===== src/rtl/digit_set_editor_if.sv =====
// Handshake bundle between the button front end / counters and the digit editor.
// master drives buttons and the live counter value; slave is the editor itself.
interface digit_set_editor_if #(
  parameter int NUM_DIGITS = 4,
  parameter int DIGIT_BITS = 4
);
  localparam int CW = (NUM_DIGITS > 1) ? $clog2(NUM_DIGITS) : 1;

  logic                             edit;
  logic                             cancel;
  logic                             btn_up;
  logic                             btn_down;
  logic                             btn_left;
  logic                             btn_right;
  logic [NUM_DIGITS*DIGIT_BITS-1:0] load_value;
  logic [NUM_DIGITS*DIGIT_BITS-1:0] value;
  logic [NUM_DIGITS-1:0]            blank;
  logic [CW-1:0]                    cursor;
  logic                             editing;
  logic                             commit_valid;

  modport master (
    output edit, cancel, btn_up, btn_down, btn_left, btn_right, load_value,
    input  value, blank, cursor, editing, commit_valid
  );

  modport slave (
    input  edit, cancel, btn_up, btn_down, btn_left, btn_right, load_value,
    output value, blank, cursor, editing, commit_valid
  );
endinterface


===== src/rtl/digit_set_editor.sv =====
// N-digit per-base value editor: captures a running value, edits one digit at a
// time under a blinking cursor and emits a one-cycle commit when edit drops.
module digit_set_lane #(
  parameter int DIGIT_BITS = 4,
  parameter int BASE       = 10,
  parameter int WRAP       = 1
) (
  input  logic [DIGIT_BITS-1:0] i_d,
  input  logic [DIGIT_BITS-1:0] i_load,
  input  logic                  i_sel,
  input  logic                  i_up,
  input  logic                  i_dn,
  output logic [DIGIT_BITS-1:0] o_clamped,
  output logic [DIGIT_BITS-1:0] o_next
);
  localparam logic [DIGIT_BITS-1:0] TOP = DIGIT_BITS'(BASE - 1);

  assign o_clamped = (i_load > TOP) ? TOP : i_load;

  always_comb begin
    o_next = i_d;
    if (i_sel && i_up && !i_dn)
      o_next = (i_d == TOP) ? ((WRAP != 0) ? '0 : i_d) : i_d + 1'b1;
    else if (i_sel && i_dn && !i_up)
      o_next = (i_d == '0) ? ((WRAP != 0) ? TOP : '0) : i_d - 1'b1;
  end
endmodule

module digit_set_editor #(
  parameter int          NUM_DIGITS  = 4,
  parameter int          DIGIT_BITS  = 4,
  parameter logic [63:0] DIGIT_BASES = 64'h06_0A_06_0A,
  parameter int          BLINK_HALF  = 5_000_000,
  parameter int          WRAP        = 1
) (
  input logic                clk,
  input logic                rst,
  digit_set_editor_if.slave  bus
);
  localparam int CW = (NUM_DIGITS > 1) ? $clog2(NUM_DIGITS) : 1;
  localparam int BW = (BLINK_HALF > 1) ? $clog2(BLINK_HALF) : 1;
  localparam logic [CW-1:0] CUR_MAX = CW'(NUM_DIGITS - 1);
  localparam logic [BW-1:0] BL_TC   = BW'(BLINK_HALF - 1);

  typedef enum logic [1:0] {S_IDLE, S_EDIT, S_COMMIT} state_t;

  state_t r_state, w_next;

  logic [NUM_DIGITS-1:0][DIGIT_BITS-1:0] r_value, w_clamped, w_edited;
  logic [CW-1:0] r_cursor, w_cur_nxt;
  logic [BW-1:0] r_blink_cnt;
  logic          r_phase;
  logic          w_cur_mv;
  // button order {left, right, down, up}
  logic [3:0]    w_btn, r_btn_s, r_btn_q, w_pls;

  assign w_btn = {bus.btn_left, bus.btn_right, bus.btn_down, bus.btn_up};
  assign w_pls = r_btn_s & ~r_btn_q;

  for (genvar i = 0; i < NUM_DIGITS; i++) begin : g_lane
    digit_set_lane #(
      .DIGIT_BITS (DIGIT_BITS),
      .BASE       (int'(DIGIT_BASES[8*i +: 8])),
      .WRAP       (WRAP)
    ) u_lane (
      .i_d       (r_value[i]),
      .i_load    (bus.load_value[i*DIGIT_BITS +: DIGIT_BITS]),
      .i_sel     (r_cursor == CW'(i)),
      .i_up      (w_pls[0]),
      .i_dn      (w_pls[1]),
      .o_clamped (w_clamped[i]),
      .o_next    (w_edited[i])
    );
  end

  always_comb begin
    w_cur_nxt = r_cursor;
    if (w_pls[3] && !w_pls[2] && r_cursor != CUR_MAX) w_cur_nxt = r_cursor + 1'b1;
    if (w_pls[2] && !w_pls[3] && r_cursor != '0)      w_cur_nxt = r_cursor - 1'b1;
    w_cur_mv = (w_cur_nxt != r_cursor);
  end

  always_comb begin
    w_next = r_state;
    case (r_state)
      S_IDLE:   if (bus.edit && !bus.cancel) w_next = S_EDIT;
      S_EDIT:   if (bus.cancel) w_next = S_IDLE;
                else if (!bus.edit) w_next = S_COMMIT;
      S_COMMIT: w_next = S_IDLE;
      default:  w_next = S_IDLE;
    endcase
  end

  always_ff @(posedge clk or posedge rst) begin
    if (rst) r_state <= S_IDLE;
    else     r_state <= w_next;
  end

  always_ff @(posedge clk or posedge rst) begin
    if (rst) begin
      r_value     <= '0;
      r_cursor    <= CUR_MAX;
      r_blink_cnt <= '0;
      r_phase     <= 1'b0;
      r_btn_s     <= '0;
      r_btn_q     <= '0;
    end else begin
      r_btn_s     <= w_btn;
      r_btn_q     <= r_btn_s;
      r_blink_cnt <= '0;
      r_phase     <= 1'b0;
      case (r_state)
        S_IDLE: begin
          if (w_next == S_EDIT) begin
            r_value  <= w_clamped;
            r_cursor <= CUR_MAX;
          end else begin
            r_value  <= bus.load_value;
          end
        end
        S_EDIT: begin
          if (w_next == S_EDIT) begin
            r_value  <= w_edited;
            r_cursor <= w_cur_nxt;
            // a real cursor move restarts blink so the new digit shows lit
            if (!w_cur_mv) begin
              if (r_blink_cnt == BL_TC) begin
                r_phase <= ~r_phase;
              end else begin
                r_blink_cnt <= r_blink_cnt + 1'b1;
                r_phase     <= r_phase;
              end
            end
          end
        end
        default: ;
      endcase
    end
  end

  assign bus.value        = r_value;
  assign bus.cursor       = r_cursor;
  assign bus.editing      = (r_state == S_EDIT);
  assign bus.commit_valid = (r_state == S_COMMIT);

  always_comb begin
    bus.blank = '0;
    for (int i = 0; i < NUM_DIGITS; i++)
      bus.blank[i] = (r_state == S_EDIT) && r_phase && (r_cursor == CW'(i));
  end
endmodule


===== src/flat_wrapper.sv =====
// flat-port wrapper written by rule: the top's interface ports become plain ports
module digit_set_editor_flat 
#(
  parameter int          NUM_DIGITS  = 4,
  parameter int          DIGIT_BITS  = 4,
  parameter logic [63:0] DIGIT_BASES = 64'h06_0A_06_0A,
  parameter int          BLINK_HALF  = 5_000_000,
  parameter int          WRAP        = 1
)
  (clk, rst, bus_edit, bus_cancel, bus_btn_up, bus_btn_down, bus_btn_left, bus_btn_right, bus_load_value, bus_value, bus_blank, bus_cursor, bus_editing, bus_commit_valid);
  digit_set_editor_if #(.NUM_DIGITS(NUM_DIGITS), .DIGIT_BITS(DIGIT_BITS)) bus_i ();
  input logic clk;
  input logic rst;
  input wire logic [$bits(bus_i.edit)-1:0] bus_edit;
  input wire logic [$bits(bus_i.cancel)-1:0] bus_cancel;
  input wire logic [$bits(bus_i.btn_up)-1:0] bus_btn_up;
  input wire logic [$bits(bus_i.btn_down)-1:0] bus_btn_down;
  input wire logic [$bits(bus_i.btn_left)-1:0] bus_btn_left;
  input wire logic [$bits(bus_i.btn_right)-1:0] bus_btn_right;
  input wire logic [$bits(bus_i.load_value)-1:0] bus_load_value;
  output wire logic [$bits(bus_i.value)-1:0] bus_value;
  output wire logic [$bits(bus_i.blank)-1:0] bus_blank;
  output wire logic [$bits(bus_i.cursor)-1:0] bus_cursor;
  output wire logic [$bits(bus_i.editing)-1:0] bus_editing;
  output wire logic [$bits(bus_i.commit_valid)-1:0] bus_commit_valid;
  assign bus_i.edit = bus_edit;
  assign bus_i.cancel = bus_cancel;
  assign bus_i.btn_up = bus_btn_up;
  assign bus_i.btn_down = bus_btn_down;
  assign bus_i.btn_left = bus_btn_left;
  assign bus_i.btn_right = bus_btn_right;
  assign bus_i.load_value = bus_load_value;
  assign bus_value = bus_i.value;
  assign bus_blank = bus_i.blank;
  assign bus_cursor = bus_i.cursor;
  assign bus_editing = bus_i.editing;
  assign bus_commit_valid = bus_i.commit_valid;
  digit_set_editor #(.NUM_DIGITS(NUM_DIGITS), .DIGIT_BITS(DIGIT_BITS), .DIGIT_BASES(DIGIT_BASES), .BLINK_HALF(BLINK_HALF), .WRAP(WRAP)) u_core (.clk(clk), .rst(rst), .bus(bus_i));
endmodule

===== config.mk =====
export PLATFORM = sky130hd
export DESIGN_NAME = digit_set_editor_flat
export DESIGN_NICKNAME = d
export VERILOG_FILES = /design/src/rtl/digit_set_editor_if.sv /design/src/rtl/digit_set_editor.sv /design/src/flat_wrapper.sv
export SDC_FILE = /design/constraint.sdc
export NUM_CORES = 1
export LEC_CHECK = 0
export ABC_AREA = 0
export CAP_MARGIN = 25
export CORE_MARGIN = 4
export CORE_UTILIZATION = 50
export DETAILED_ROUTE_END_ITERATION = 10
export PLACE_DENSITY = 0.77
export SLEW_MARGIN = 20
export SYNTH_ARGS = -nofsm -noshare
export SYNTH_HDL_FRONTEND = slang
export SYNTH_SLANG_ARGS = --single-unit

===== constraint.sdc =====
create_clock -name clk -period 1.9 [get_ports clk]
set_clock_uncertainty 0.05 [all_clocks]
set_input_delay 0.475 -clock clk [delete_from_list [all_inputs] [get_ports clk]]
set_output_delay 0.475 -clock clk [all_outputs]
set_load 0.01 [all_outputs]

; ---- Yosys cells after proc, flatten, opt, wreduce, memory -nomap -nowiden
; Index checks and enable logic that the tools add are counted.
[classes]
n_addsub = 11
magnitude_cmp = 4
n_eq_ne = 20
mux = 40
bitwise = 3
reduce_logical = 44
[ops]
columns = cell, count
row1 = 23-bit 2-to-1 mux, 4
row2 = 4-bit 2-to-1 mux, 20
row3 = 16-bit 2-to-1 mux, 2
row4 = 16-bit one-hot mux with 2 select lines, 1
row5 = 1-bit logical AND, 26
row6 = "23-bit by 1-bit adder with 23-bit output, second input constant", 1
row7 = "23-bit == test, second input constant", 1
row8 = "4-bit by 1-bit adder with 4-bit output, second input constant", 4
row9 = 4-bit zero test, 4
row10 = "4-bit by 1-bit subtractor with 4-bit output, second input constant", 4
row11 = 3-bit AND reduction, 5
row12 = 2-bit 2-to-1 mux, 7
row13 = "3-bit by 1-bit inequality test with 1-bit output, second input constant", 4
row14 = "4-bit by 3-bit == test with 1-bit output, second input constant", 2
row15 = "4-bit == test, second input constant", 2
row16 = "4-bit by 3-bit > comparator with 1-bit output, second input constant", 2
row17 = "4-bit > comparator, second input constant", 2
row18 = 2-bit one-hot mux with 2 select lines, 2
row19 = "2-bit by 1-bit == test with 1-bit output, second input constant", 3
row20 = "2-bit == test, second input constant", 3
row21 = 1-bit zero test, 5
row22 = 4-bit AND, 1
row23 = 2-bit zero test, 2
row24 = 1-bit 2-to-1 mux, 4
row25 = 9 further kinds, 11
[word_totals]
register_bits = 52
in_bits = 24
elab_cells = 132

; ---- Depth between registers and ports, before layout
[depth]
word_depth = 11
mapped_depth = 9
ltp_nobuf = 7

; ---- By module
; From an unflattened synthesis, not the netlist that was laid out.
[unflattened]
cells_unflattened = 364
hier_area_um2 = 3609.7
[by_module_without_submodules]
columns = module, instances, cells_each, area_per_inst_um2, seq_area_each_um2
row1 = digit_set_editor, 1, 240, 2686.3, 1303.8
row2 = digit_set_lane at u_core.g_lane[0].u_lane ..., 2, 33, 241.5, 0.0
row3 = digit_set_lane at u_core.g_lane[1].u_lane ..., 2, 29, 220.2, 0.0

; ---- Worst setup path after synthesis
; OpenSTA, ideal clock, no wires.
[synth_timing]
path_kind = register -> register
startpoint = reg u_core.r_cursor[1], in the netlist u_core.bus.cursor[1]
endpoint = reg u_core.r_value (netlist bit u_core.bus.value[5])
setup_ns = 0.082
arrival_ns = 1.917
t_required_ns = 1.768
slack_ns = -0.149
stages_incl_launch_ff = 8
cell_sequence = dfstp_2 -> inv_1 -> ha_1 -> and3_4 -> buf_6 -> or3_1 -> a221o_1 -> a31oi_1
[synth_between]
elab_chain_len = 6
word_cells_on_any_way = 10
[synth_rtl]
columns = item, line_no
row1 = start: declaration, digit_set_editor.sv:50  ; logic [CW-1:0] r_cursor, w_cur_nxt;
row2 = start signal: assignment, digit_set_editor.sv:124  ; r_cursor <= w_cur_nxt;
row3 = 2-bit by 1-bit == test with 1-bit output (*), digit_set_editor.sv:68  ; .i_sel (r_cursor == CW'(i)),
row4 = 1-bit logical AND (2 in series), digit_set_editor.sv:22  ; if (i_sel && i_up && !i_dn)
row5 = 4-bit 2-to-1 mux, digit_set_editor.sv:22
row6 = 16-bit 2-to-1 mux, digit_set_editor.sv:122  ; if (w_next == S_EDIT) begin
row7 = 16-bit one-hot mux with 2 select lines, digit_set_editor.sv:112  ; case (r_state)
row8 = end signal: assignment, digit_set_editor.sv:115  ; r_value <= w_clamped;
row9 = end signal: assignment, digit_set_editor.sv:118  ; r_value <= bus.load_value;
row10 = end signal: assignment, digit_set_editor.sv:123  ; r_value <= w_edited;
row11 = end: declaration, digit_set_editor.sv:49  ; logic [NUM_DIGITS-1:0][DIGIT_BITS-1:0] r_value, w_clamped, w_edited;
; Mark *: on every way between the ends. The rest lies on a longest branch, timed or not. The select of a mux whose other input is x is not followed.
; A chain may end at the register's enable or synchronous reset.

; ---- Final worst setup path
[layout_timing]
startpoint = reg u_core.r_cursor[1], in the netlist u_core.bus.cursor[1]
endpoint = reg u_core.r_blink_cnt[15]
[layout_between]
elab_chain_len = 8
word_cells_on_any_way = 12
[layout_rtl]
columns = item, line_no
row1 = "parallel branches: the longest is 4 deep, another holds 2-bit by 1-bit adder with 2-bit output", n/a
row2 = 2-bit inequality test (*), digit_set_editor.sv:80  ; w_cur_mv = (w_cur_nxt != r_cursor);
row3 = 23-bit 2-to-1 mux (*), digit_set_editor.sv:126  ; if (!w_cur_mv) begin
row4 = 23-bit 2-to-1 mux (*), digit_set_editor.sv:122
row5 = 23-bit 2-to-1 mux (*), digit_set_editor.sv:112
row6 = end signal: assignment, digit_set_editor.sv:130  ; r_blink_cnt <= r_blink_cnt + 1'b1;
row7 = end: declaration, digit_set_editor.sv:51  ; logic [BW-1:0] r_blink_cnt;
; Mark *: on every way between the ends.

==> out/qor.yml <==
holdPathStages: 0
cp_top_family: "simple AND/OR/NAND/NOR gates"
crit_type: "reg -> reg"
slew_viol_final: 0
core.rowCount: 30
path_cells: "buf_6 > ha_4 > o31ai_2 > or4_4 > buf_12 > buf_16 > nor2_4"
syn2layout_area_growth_pct: 43.37
clockBufferDepth: 2
insertion_delay_ns: 0.31
ir_drop_v: 0.0003474
final_cell_area_um2: 5075
num-fill-cells: 463
grt_max_degree: 27
layout.nets: 515
dpl_cell_area_um2: 4439
ys_types: 66
setup-tns-final_ns: -2.302
synthArstFlopShare_pct: 100.0
synth_xor_area_share_pct: 6.681
slew_headroom_pct: 69.09
grt_pass1_wl_mm: 15.48
dr.pass1.iters: 4
setup_ws_ns: -0.1393
syn_avg_cell_area_um2: 9.364
synth-compound-area-share_pct: 15.69
crit_fanout: 6
num_vias: 3389
outcome: "finished with violations"
synth.area.mux_share_pct: 4.631
drv_cap: 0
htreeDepth: 2
rsz0062_at_grt: "true"
totalWireLength_mm: 10.24
cp.arrival_ns: 2.24
crit_cells: 7
synth_edf_count: 0
failed_checks: "setup timing"
pre_cts_slack_ns: -0.4568
synth.yosys.seq_area_share_pct: 36.83
synth_top_area_cell: "dfrtp_1"
grt_usage_pct: 22.43
final_common_cell: "buf_4"
yosysWarnings: 0
final_cell_mix: "buf_4, dfrtp_1, clkdlybuf4s50_1, nor2_1, nor2_4"
min_period_over_period_pct: 107.3
worstPathRequired_ns: 2.10
ys_ff_latch: 52
cellPowerDensity_nw_per_um2: 651.5
synth-simple-area-share_pct: 28.42
p_leak_nw: 2.092
drc_errors: 0
wl_per_cell_um: 17.60
antenna_found_initial: 0
hold_viol: 0
cpMaxStageDelayCell: "dfstp_2"
portBuffers: 47
grt_pass1_vias: 3308
synth_fa_ha_area_share_pct: 2.121
grt_overflow_total: 0
cp-end-kind: "flop"
multi_input_area_um2: 2338
synth_top_family_by_area: "simple AND/OR/NAND/NOR gates"
drive_gt1_share_pct: 36.01
dieArea_um2: 8490
die_w_um: 92.14
place.gp.congestion: 0.8306
die_h_um: 92.14
synth_area_leaders: "dfrtp_1, nor2_4, xnor2_1"
setup_viol: 30
viasPerCell: 5.823
syn_nets: 408
synthCells: 378
dpl.hpwl_mm: 6.560
cts_sinks: 52
fin_util_pct: 74.29
postRouteAntennaNets: 0
start_util_pct: 51.81
antennaDiodeCount: 0
cts_buffers: 5
path_buf_inv: 3
startpoint_type: "flop"
drt_first_iter_violations: 208
min_path_type: "reg -> reg"
ff2ff_path_depth: 7
max_freq_mhz: 490.4
finalCriticalPeriod_ns: 2.039
whs_ns: 0.3514
tightest_slew_ns: 0.4594
max_stage_delay_ns: 0.63
coreArea_um2: 6832
root_buffer: "clkbuf_8"
clkTransAtPathRegs_ns: 0.10
cts_tree: "built"
regArea_um2: 1309
syn-cell-area_um2: 3540
cts_hold_buf: 0
ioPinCount: 48
ys.flop_type: "dfrtp_1"
synth_top_area_share_pct: 35.35
sequential cells by signal, indices dropped and copies added, names as in the netlist:
| register | count |
|---|---|
| u_core.bus.value | 16 |
| u_core.r_state | 2 |
| u_core.r_btn_q | 4 |
| u_core.r_phase | 1 |
| u_core.bus.cursor | 2 |
| u_core.r_blink_cnt | 23 |
| u_core.r_btn_s | 4 |
logic make-up after synthesis:
family / count (synthesis)
and+or+nand+nor: 158
muxes: 16
DFF: 52
AOI/OAI and AO/OA: 81
xor gates and xnor gates: 27
buffers and inverters: 38
adders and majority gates: 6
metal layers:
metal	up-vias	part of all wire, %	track usage (%)
li1	1576	-	-
met1	1676	41	26.37
met2	118	51	40.21
met3	19	6.0	4.758
met4	0	1.6	7.797
met5	-	0	0
worst paths after layout:
| check | from | endpoint | slack [ns] |
|---|---|---|---|
| max in group asynchronous | rst | u_core.bus.cursor[0]$_DFFE_PP1P_ | 0.94 |
| min in group asynchronous | rst | u_core.bus.value[8]$_DFFE_PP0P_ | 0.36 |
| min | u_core.r_btn_s[3]$_DFF_PP0_ | u_core.r_btn_q[3]$_DFF_PP0_ | 0.35 |
| max | u_core.bus.cursor[1]$_DFFE_PP1P_ | u_core.r_blink_cnt[15]$_DFF_PP0_ | -0.14 |
| max reg2reg | u_core.bus.cursor[1]$_DFFE_PP1P_ | u_core.r_blink_cnt[15]$_DFF_PP0_ | -0.14 |
| min reg2reg | u_core.r_btn_s[3]$_DFF_PP0_ | u_core.r_btn_q[3]$_DFF_PP0_ | 0.35 |
metrics by stage:
step	total power, mW	cells
2_1_floorplan	1.889	378
3_3_place_gp	2.319	551
3_5_place_dp	2.357	551
4_1_cts	3.144	573
5_1_grt	3.468	582
6_report	3.306	582
final cells by class:
| cell class | count | share of cell area [%] |
|---|---|---|
| clock buffers | 5 | 1.356 |
| clock inverters | 3 | 0.3698 |
| inverters | 13 | 1.109 |
| multi-input cells | 288 | 46.08 |
| flip-flops and latches | 52 | 25.79 |
| well taps | 96 | 2.367 |
| repair buffers | 125 | 22.93 |
power breakdown:
group / leakage (nW) / switching [mW] / internal [mW]
clock: 0.0479 / 0.398 / 0.258
sequential: 0.662 / 0.0952 / 1.20
combinational: 1.38 / 0.654 / 0.703
synth_stat cells (2+ instances only):
master and n:
a31oi_1 10, nand2_1 21, buf_6 2, buf_2 4, nand3_1 22, nand4_1 5, nor3b_1 2, mux2_2 3
a22oi_1 2, nor4_1 6, o21bai_1 4, dfrtp_1 50, nand4_2 2, xor2_1 9, a31o_2 2, nor2_2 2
nor2b_4 2, nor4_2 2, o21ai_0 18, or4_1 2, a21oi_1 13, nor2_1 30, or3_1 3, mux2i_1 13
a22o_1 2, and4_1 2, a221oi_1 2, nor2_4 18, buf_12 2, dfstp_2 2, clkbuf_1 13, and3_1 13
o311ai_0 2, nor3_1 6, nor2b_1 5, ha_1 6, a21oi_2 2, nand2b_1 6, o22ai_1 4, a32o_1 3
buf_1 3, o31ai_1 5, inv_1 13, xnor2_1 18
what timing repair did:
item,4_1_cts,5_1_grt
cloned,3,0
buffers inserted,11,11
resized for setup,62,45
setup endpoints to repair,45,49
pin swaps,5,14
(Power assumes the default switching activity.)
